[src/rtl/fmc_bram2axil.sv]
// FMC BRAM-port to AXI4-Lite master bridge: each accepted access becomes one single-beat AXI transaction.
// Optional AXI error-response counter is built only when FMC_BRAM2AXIL_ERR_CNT_EN is defined.
module fmc_bram2axil #(
  parameter int C_ADDR_WIDTH     = 12,
  parameter int C_DATA_WIDTH     = 16,
  parameter int C_AXI_ADDR_WIDTH = 32,
  parameter logic [C_AXI_ADDR_WIDTH-1:0] C_AXI_BASE_ADDR = 32'h4000_0000
) (
  input  logic                        bram_clk,
  input  logic                        bram_rst,
  input  logic [C_ADDR_WIDTH-1:0]     bram_addr,
  input  logic                        bram_en,
  input  logic [C_DATA_WIDTH/8-1:0]   bram_we,
  input  logic [C_DATA_WIDTH-1:0]     bram_din,
  output logic [C_DATA_WIDTH-1:0]     bram_dout,
  output logic                        bram_busy,
  output logic [15:0]                 err_cnt,

  output logic [C_AXI_ADDR_WIDTH-1:0] m_axi_awaddr,
  output logic [2:0]                  m_axi_awprot,
  output logic                        m_axi_awvalid,
  input  logic                        m_axi_awready,
  output logic [31:0]                 m_axi_wdata,
  output logic [3:0]                  m_axi_wstrb,
  output logic                        m_axi_wvalid,
  input  logic                        m_axi_wready,
  input  logic [1:0]                  m_axi_bresp,
  input  logic                        m_axi_bvalid,
  output logic                        m_axi_bready,
  output logic [C_AXI_ADDR_WIDTH-1:0] m_axi_araddr,
  output logic [2:0]                  m_axi_arprot,
  output logic                        m_axi_arvalid,
  input  logic                        m_axi_arready,
  input  logic [31:0]                 m_axi_rdata,
  input  logic [1:0]                  m_axi_rresp,
  input  logic                        m_axi_rvalid,
  output logic                        m_axi_rready
);

  // state | meaning
  // IDLE  | waiting for bram_en
  // WR    | awvalid and/or wvalid still outstanding
  // WB    | bready high, waiting for bvalid
  // RA    | arvalid high, waiting for arready
  // RD    | rready high, waiting for rvalid
  localparam logic [2:0] S_IDLE = 3'd0;
  localparam logic [2:0] S_WR   = 3'd1;
  localparam logic [2:0] S_WB   = 3'd2;
  localparam logic [2:0] S_RA   = 3'd3;
  localparam logic [2:0] S_RD   = 3'd4;

  localparam int ADDR_SHIFT = (C_DATA_WIDTH == 32) ? 2 : 1;

  logic [2:0]                  state;
  logic [C_AXI_ADDR_WIDTH-1:0] byte_addr;
  logic [C_AXI_ADDR_WIDTH-1:0] word_addr;
  logic [31:0]                 wdata_nxt;
  logic [3:0]                  wstrb_nxt;
  logic [C_DATA_WIDTH-1:0]     rdata_lane;
  logic                        aw_done;
  logic                        w_done;

  assign byte_addr = C_AXI_BASE_ADDR + (C_AXI_ADDR_WIDTH'(bram_addr) << ADDR_SHIFT);
  assign word_addr = byte_addr & ~C_AXI_ADDR_WIDTH'(3);

  assign m_axi_awprot = 3'b000;
  assign m_axi_arprot = 3'b000;
  assign bram_busy    = (state != S_IDLE);

  // A channel counts as done once its valid has already dropped or is handshaking now.
  assign aw_done = ~m_axi_awvalid | m_axi_awready;
  assign w_done  = ~m_axi_wvalid  | m_axi_wready;

  if (C_DATA_WIDTH == 16) begin : g_dw16
    logic lane;

    always_ff @(posedge bram_clk) begin
      if (bram_rst) begin
        lane <= 1'b0;
      end else if (state == S_IDLE && bram_en) begin
        lane <= byte_addr[1];
      end
    end

    assign wdata_nxt  = {bram_din, bram_din};
    assign wstrb_nxt  = byte_addr[1] ? {bram_we, 2'b00} : {2'b00, bram_we};
    assign rdata_lane = lane ? m_axi_rdata[31:16] : m_axi_rdata[15:0];
  end else begin : g_dw32
    assign wdata_nxt  = bram_din;
    assign wstrb_nxt  = bram_we;
    assign rdata_lane = m_axi_rdata;
  end

  always_ff @(posedge bram_clk) begin
    if (bram_rst) begin
      state         <= S_IDLE;
      m_axi_awaddr  <= '0;
      m_axi_awvalid <= 1'b0;
      m_axi_wdata   <= '0;
      m_axi_wstrb   <= '0;
      m_axi_wvalid  <= 1'b0;
      m_axi_bready  <= 1'b0;
      m_axi_araddr  <= '0;
      m_axi_arvalid <= 1'b0;
      m_axi_rready  <= 1'b0;
      bram_dout     <= '0;
    end else begin
      case (state)
        S_IDLE: begin
          if (bram_en) begin
            if (|bram_we) begin
              m_axi_awaddr  <= word_addr;
              m_axi_wdata   <= wdata_nxt;
              m_axi_wstrb   <= wstrb_nxt;
              m_axi_awvalid <= 1'b1;
              m_axi_wvalid  <= 1'b1;
              state         <= S_WR;
            end else begin
              m_axi_araddr  <= word_addr;
              m_axi_arvalid <= 1'b1;
              state         <= S_RA;
            end
          end
        end
        S_WR: begin
          if (m_axi_awready) m_axi_awvalid <= 1'b0;
          if (m_axi_wready)  m_axi_wvalid  <= 1'b0;
          if (aw_done && w_done) begin
            m_axi_bready <= 1'b1;
            state        <= S_WB;
          end
        end
        S_WB: begin
          if (m_axi_bvalid) begin
            m_axi_bready <= 1'b0;
            state        <= S_IDLE;
          end
        end
        S_RA: begin
          if (m_axi_arready) begin
            m_axi_arvalid <= 1'b0;
            m_axi_rready  <= 1'b1;
            state         <= S_RD;
          end
        end
        S_RD: begin
          if (m_axi_rvalid) begin
            m_axi_rready <= 1'b0;
            bram_dout    <= rdata_lane;
            state        <= S_IDLE;
          end
        end
        default: state <= S_IDLE;
      endcase
    end
  end

`ifdef FMC_BRAM2AXIL_ERR_CNT_EN
  logic [15:0] err_q;
  logic        err_evt;
  logic        unused_resp;

  // SLVERR and DECERR both have bit 1 set; EXOKAY is not an error.
  assign err_evt = (m_axi_bvalid && m_axi_bready && m_axi_bresp[1]) ||
                   (m_axi_rvalid && m_axi_rready && m_axi_rresp[1]);

  always_ff @(posedge bram_clk) begin
    if (bram_rst) begin
      err_q <= 16'h0000;
    end else if (err_evt && err_q != 16'hFFFF) begin
      err_q <= err_q + 16'd1;
    end
  end

  assign err_cnt     = err_q;
  assign unused_resp = &{1'b0, m_axi_bresp[0], m_axi_rresp[0]};
`else
  logic unused_resp;

  assign err_cnt     = 16'h0000;
  assign unused_resp = &{1'b0, m_axi_bresp, m_axi_rresp};
`endif

endmodule

[config.mk]
export PLATFORM = sky130hd
export DESIGN_NAME = fmc_bram2axil
export DESIGN_NICKNAME = d
export VERILOG_FILES = /design/src/rtl/fmc_bram2axil.sv
export SDC_FILE = /design/constraint.sdc
export NUM_CORES = 1
export LEC_CHECK = 0
export ABC_AREA = 1
export CORE_MARGIN = 3
export CORE_UTILIZATION = 33
export DETAILED_ROUTE_END_ITERATION = 10
export PLACE_DENSITY = 0.81
export REMOVE_ABC_BUFFERS = 1
export SYNTH_ARGS = -nofsm -noshare
export SYNTH_HDL_FRONTEND = slang
export SYNTH_SLANG_ARGS = --single-unit
[constraint.sdc]
create_clock -name bram_clk -period 1.2 [get_ports bram_clk]
set_input_delay 0.3 -clock bram_clk [delete_from_list [all_inputs] [get_ports bram_clk]]
set_output_delay 0.3 -clock bram_clk [all_outputs]
set_load 0.02 [all_outputs]
======== Word-level counts from Yosys, hierarchy flattened ========
Index checks and enable logic that the tools add are counted.
storage, ports and cells
  register bits after elaboration ......... 121
  input port bits ......................... 74
  output and inout port bits .............. 144
  logic and storage cells ................. 74
operators by class
  $add $sub $neg .......................... 1
  eq/ne operators ......................... 13
  multiplexer cells ....................... 25
  bitwise gates (word level) .............. 5
  reduce and logical (&&, ||, !) cells .... 18
operator list
  kind                                            number
  adder 31 x 13 -> 32 bit (first input constant)  1
  2-to-1 mux 16 bit                               1
  != test 2 bit (second input constant)           8
  2-to-1 mux 3 bit                                5
  one-hot mux 3 bit (5 select lines)              1
  AND reduction 3 bit                             4
  AND reduction 4 bit                             3
  2-to-1 mux 1 bit                                11
  one-hot mux 1 bit (2 select lines)              5
  nonzero test 2 bit                              4
  == test 3 x 2 -> 1 bit (second input constant)  2
  AND reduction 5 bit                             1
  2-to-1 mux 4 bit                                1
  == test 3 x 1 -> 1 bit (second input constant)  1
  == test 3 bit (second input constant)           1
  logical NOT 3 bit                               1
  NOT 1 bit                                       3
  nonzero test 3 bit                              1
  logical AND 1 bit                               2
  2-to-1 mux 2 bit                                1
  != test 2 x 1 -> 1 bit (second input constant)  1
  bitwise OR 1 bit                                2
  AND reduction 2 bit                             1
  OR reduction 2 bit                              1

======== Longest topological paths before layout ========
Gate-level depths: netlist (run 1).
  depth after elaboration ................. 5
  mapped depth ............................ 9

======== Worst setup path after synthesis (run 1) ========
Ideal clock, no wire load.
  kind .................................... reg2reg
  start point ............................. register state[0]
  end point ............................... register m_axi_awaddr[2]
  setup time .............................. 0.116 ns
  arrival time ............................ 1.213 ns
  data required time ...................... 1.084 ns
  setup slack ............................. -0.129 ns
  stages on the path, launching flop included .. 8
  path buffers ............................ 1
  period minus slack after synthesis ...... 1.329 ns
  cells stage by stage .................... dfxtp_1 nor2_4 nand2_4 nor2_8 o21ai_4 clkbuf_2 o21ai_0 nor2_1
between the ends
  word-level cells in the longest chain between the ends .. 2
RTL lines
  what                                  line  text
  start: declaration                    54    logic [2:0] state;
  start signal: assignment              96    state <= S_IDLE;
  start signal: assignment              117   state <= S_WR;
  start signal: assignment              121   state <= S_RA;
  logical NOT 3 bit                     108   case (state)
  AND reduction 3 bit (no source line)  n/a
  end signal: assignment                112   m_axi_awaddr <= word_addr;
  end: declaration                      19    output logic [C_AXI_ADDR_WIDTH-1:0] m_axi_awaddr,
No other way between the ends.
A chain may end at the register's enable or synchronous reset.

======== Worst setup path in the final report (run 1) ========
  start point ............................. register state[0]
  end point ............................... output bram_busy
between the ends
  word-level cells in the longest chain between the ends .. 1
RTL lines
  what                line  text
  nonzero test 3 bit  68    assign bram_busy = (state != S_IDLE);
  end: declaration    16    output logic bram_busy,
No other way between the ends.

==> results.json, run 1 <==
{
  "status": "complete, but fails checks",
  "violations": "negative setup slack",
  "clkPwrFrac_pct": 19.6,
  "drv_cap": 0,
  "vias": 3338,
  "fin_hold_ws_ns": 0.439,
  "pwr-share-seq_pct": 33.8,
  "drive_gt1_share_pct": 34.4,
  "rsz0062_at_grt": "true",
  "drt-total-wl_um": 9990,
  "ant_nets": 0,
  "setup_ws_ns": -0.137,
  "routedWlPerCell_um": 13.1,
  "dpl.cell_count": 743,
  "ys_ff_latch": 69,
  "grt_pass1_vias": 2956,
  "final_util_pct": 52.2,
  "critPathRequiredTime_ns": 0.90,
  "syn-instance-count": 466,
  "viasPerCell": 4.37,
  "area_delta_synth_final_pct": 52.0,
  "slew_viol_final": 0,
  "peakVddDrop_mv": 0.708,
  "dr.first_iter.drc_count": 119,
  "p_switching_w": 0.00366,
  "end_kind": "primary output",
  "max_stage_delay_ns": 0.34,
  "cp-start-kind": "flip-flop",
  "synth_top_family_by_area": "buffers and inverters",
  "r2r_slack_ns": -0.13,
  "synth.top_cell.area_share_pct": 40.6,
  "path_clk_slew_ns": 0.08,
  "grt.total_usage_pct": 15.7,
  "internal_power_w": 0.00528,
  "io_buffers": 151,
  "holdBufCountCts": 0,
  "cts.sinks": 69,
  "antenna_cells": 0,
  "cts_tree": "yes",
  "fp.dieArea_um2": 11600,
  "root_buffer": "clkbuf_8",
  "crit_fanout": 2,
  "yosys_warnings": 0,
  "grt_max_degree": 34,
  "globalRouteOverflowTotal": 0,
  "hpwl_um": 7000,
  "synth_compound_area_share_pct": 15.2,
  "die_w_um": 108,
  "ys_types": 25,
  "antenna_found_initial": 0,
  "slowest_stage": "dfxtp_2",
  "min_period_ns": 1.34,
  "htree_num_levels": 3,
  "io_pins": 218,
  "synthMuxAreaShare_pct": 0,
  "synth_fa_ha_area_share_pct": 0,
  "synth_area_leader_cell": "dfxtp_1",
  "setup_viol": 66,
  "clock_latency_ns": 0.33,
  "drc": 0,
  "ys_seq_area_share_pct": 40.6,
  "clock.fmax_mhz": 748,
  "synth.avg_cell_area_um2": 7.30,
  "crit_type": "flip-flop to primary output",
  "fin_nets": 700,
  "gp_congestion": 0.861,
  "die-height_um": 108,
  "drt_pass1_iterations": 4,
  "swShare_pct": 41.0,
  "min_path_type": "flip-flop to flip-flop",
  "start_util_pct": 34.3,
  "core_um2": 9910,
  "cts_buffers": 9,
  "hold_violations": 0,
  "crit_chain": "nor2_4 -> nand2_4 -> buf_2",
  "powerDensity_nw_per_um2": 1730,
  "synth-simple-area-share_pct": 18.3,
  "final_cells": 764,
  "grt_pass1_wl_um": 14700,
  "synth_xor_area_share_pct": 0,
  "ys_top_cells_by_area": "dfxtp_1 (41%), buf_4 (17%), nor2_1 (10%), o21ai_0 (9.7%), inv_1 (5.0%)",
  "fin_skew_ns": 0.00531,
  "leakagePower_nw": 2.42,
  "pwr-share-comb_pct": 46.6,
  "rows": 36,
  "syn-cell-area_um2": 3400,
  "cp_data_arrival_time_ns": 1.04,
  "layout_worst_path_cycle_share_pct": 111,
  "clk_path_buf_depth": 2
}
repair_timing:
action                                  CTS  global route
resized for setup                       388           129
endpoints found under the setup margin  149           113
buffers inserted                          0             1
cloned                                    2             2
pin swaps                                 3            13
power by group through the flow:
stage               logic, W  registers [W]  clock network [W]
global placement     0.00393        0.00302                  0
finish               0.00417        0.00302            0.00175
detailed placement   0.00403        0.00303                  0
floorplan            0.00132        0.00370                  0
global route         0.00451        0.00308            0.00193
CTS                  0.00375        0.00298            0.00181
per-layer routing:
layer / global-route usage [%] / share of wire [%] / vias up
met5: 0 / 0 / -
met4: 6.22 / 1.2 / 0
met3: 2.70 / 5.1 / 10
met2: 27.2 / 53 / 123
met1: 19.3 / 40 / 1561
li1: - / - / 1644
worst paths after layout:
path,depth (start not counted),start,to
setup / recovery,3,state[0],bram_busy
hold / removal,2,bram_dout[4],bram_dout[4]
setup reg to reg,8,state[0],m_axi_wdata[20]
hold reg to reg,2,bram_dout[4],bram_dout[4]
cell type report:
cell class	instances	area [um2]
Clock buffer	10	138
Clock inverter	6	47.5
Fill cell	977	4740
Inverter	47	186
Multi-Input combinational cell	312	1610
Sequential cell	69	1400
Tap cell	133	166
Timing Repair Buffer	187	1630
sequential cells by signal, indices dropped and copies added (netlist names):
name           flops
state              3
g_dw16.lane        1
m_axi_wvalid       1
m_axi_arvalid      1
m_axi_araddr      12
bram_dout         16
m_axi_awaddr      12
m_axi_wstrb        4
m_axi_bready       1
m_axi_rready       1
m_axi_wdata       16
m_axi_awvalid      1
cells in the final DEF (no fill, tap or decap), drive strengths merged, types with 2 or more instances in the layout:
| master | n |
|---|---|
| a21oi | 26 |
| buf | 116 |
| clkbuf | 12 |
| clkdlybuf4s50 | 68 |
| clkinv | 4 |
| conb | 62 |
| dfxtp | 69 |
| inv | 48 |
| nand2 | 36 |
| nand3 | 12 |
| nor2 | 97 |
| nor3 | 2 |
| o21ai | 75 |
synth_stat cells, drive strengths merged:
cell type and count:
clkbuf 15, nor3 2, nand3b 1, nor2 97, a21oi 26, o21ai 75, inv 47, buf 84
conb 1, nor4 1, nand2 36, dfxtp 69, nand3 12
cell families after synthesis:
logic type             after synthesis
buffers and inverters              146
AO/OA/AOI/OAI                      101
flip-flops                          69
AND/OR/NAND/NOR                    149
other                                1
per-stage QoR:
| step | power (W) | worst slack, ns | TNS [ns] | cell area [um2] |
|---|---|---|---|---|
| 2_1_floorplan | 0.00501 | -0.406 | -14.25 | 2930 |
| 3_3_place_gp | 0.00695 | -0.473 | -26.45 | 4890 |
| 3_5_place_dp | 0.00706 | -0.507 | -28.85 | 4890 |
| 4_1_cts | 0.00853 | -0.135 | -4.89 | 4810 |
| 5_1_grt | 0.00952 | -0.222 | -10.17 | 5170 |
| 6_report | 0.00894 | -0.137 | -4.92 | 5170 |
worst max-delay path: cells and delay by family (launching register included):
| kind | cells | cell delay, ns |
|---|---|---|
| flip-flops | 1 | 0.34 |
| AND/OR/NAND/NOR | 2 | 0.20 |
| buffers and inverters | 1 | 0.16 |
Note: power is estimated with default switching activity, not from simulation.
==> run 2: changes to the inputs <==
--- a/config.mk
+++ b/config.mk
@@ -8,6 +8,7 @@
 export ABC_AREA = 1
 export CORE_MARGIN = 3
 export CORE_UTILIZATION = 33
+export CTS_CLUSTER_DIAMETER = 30
 export DETAILED_ROUTE_END_ITERATION = 10
 export PLACE_DENSITY = 0.81
 export REMOVE_ABC_BUFFERS = 1
==> results of run 2 <==
No change in the layout: final DEF, timing and power equal those of run 1.
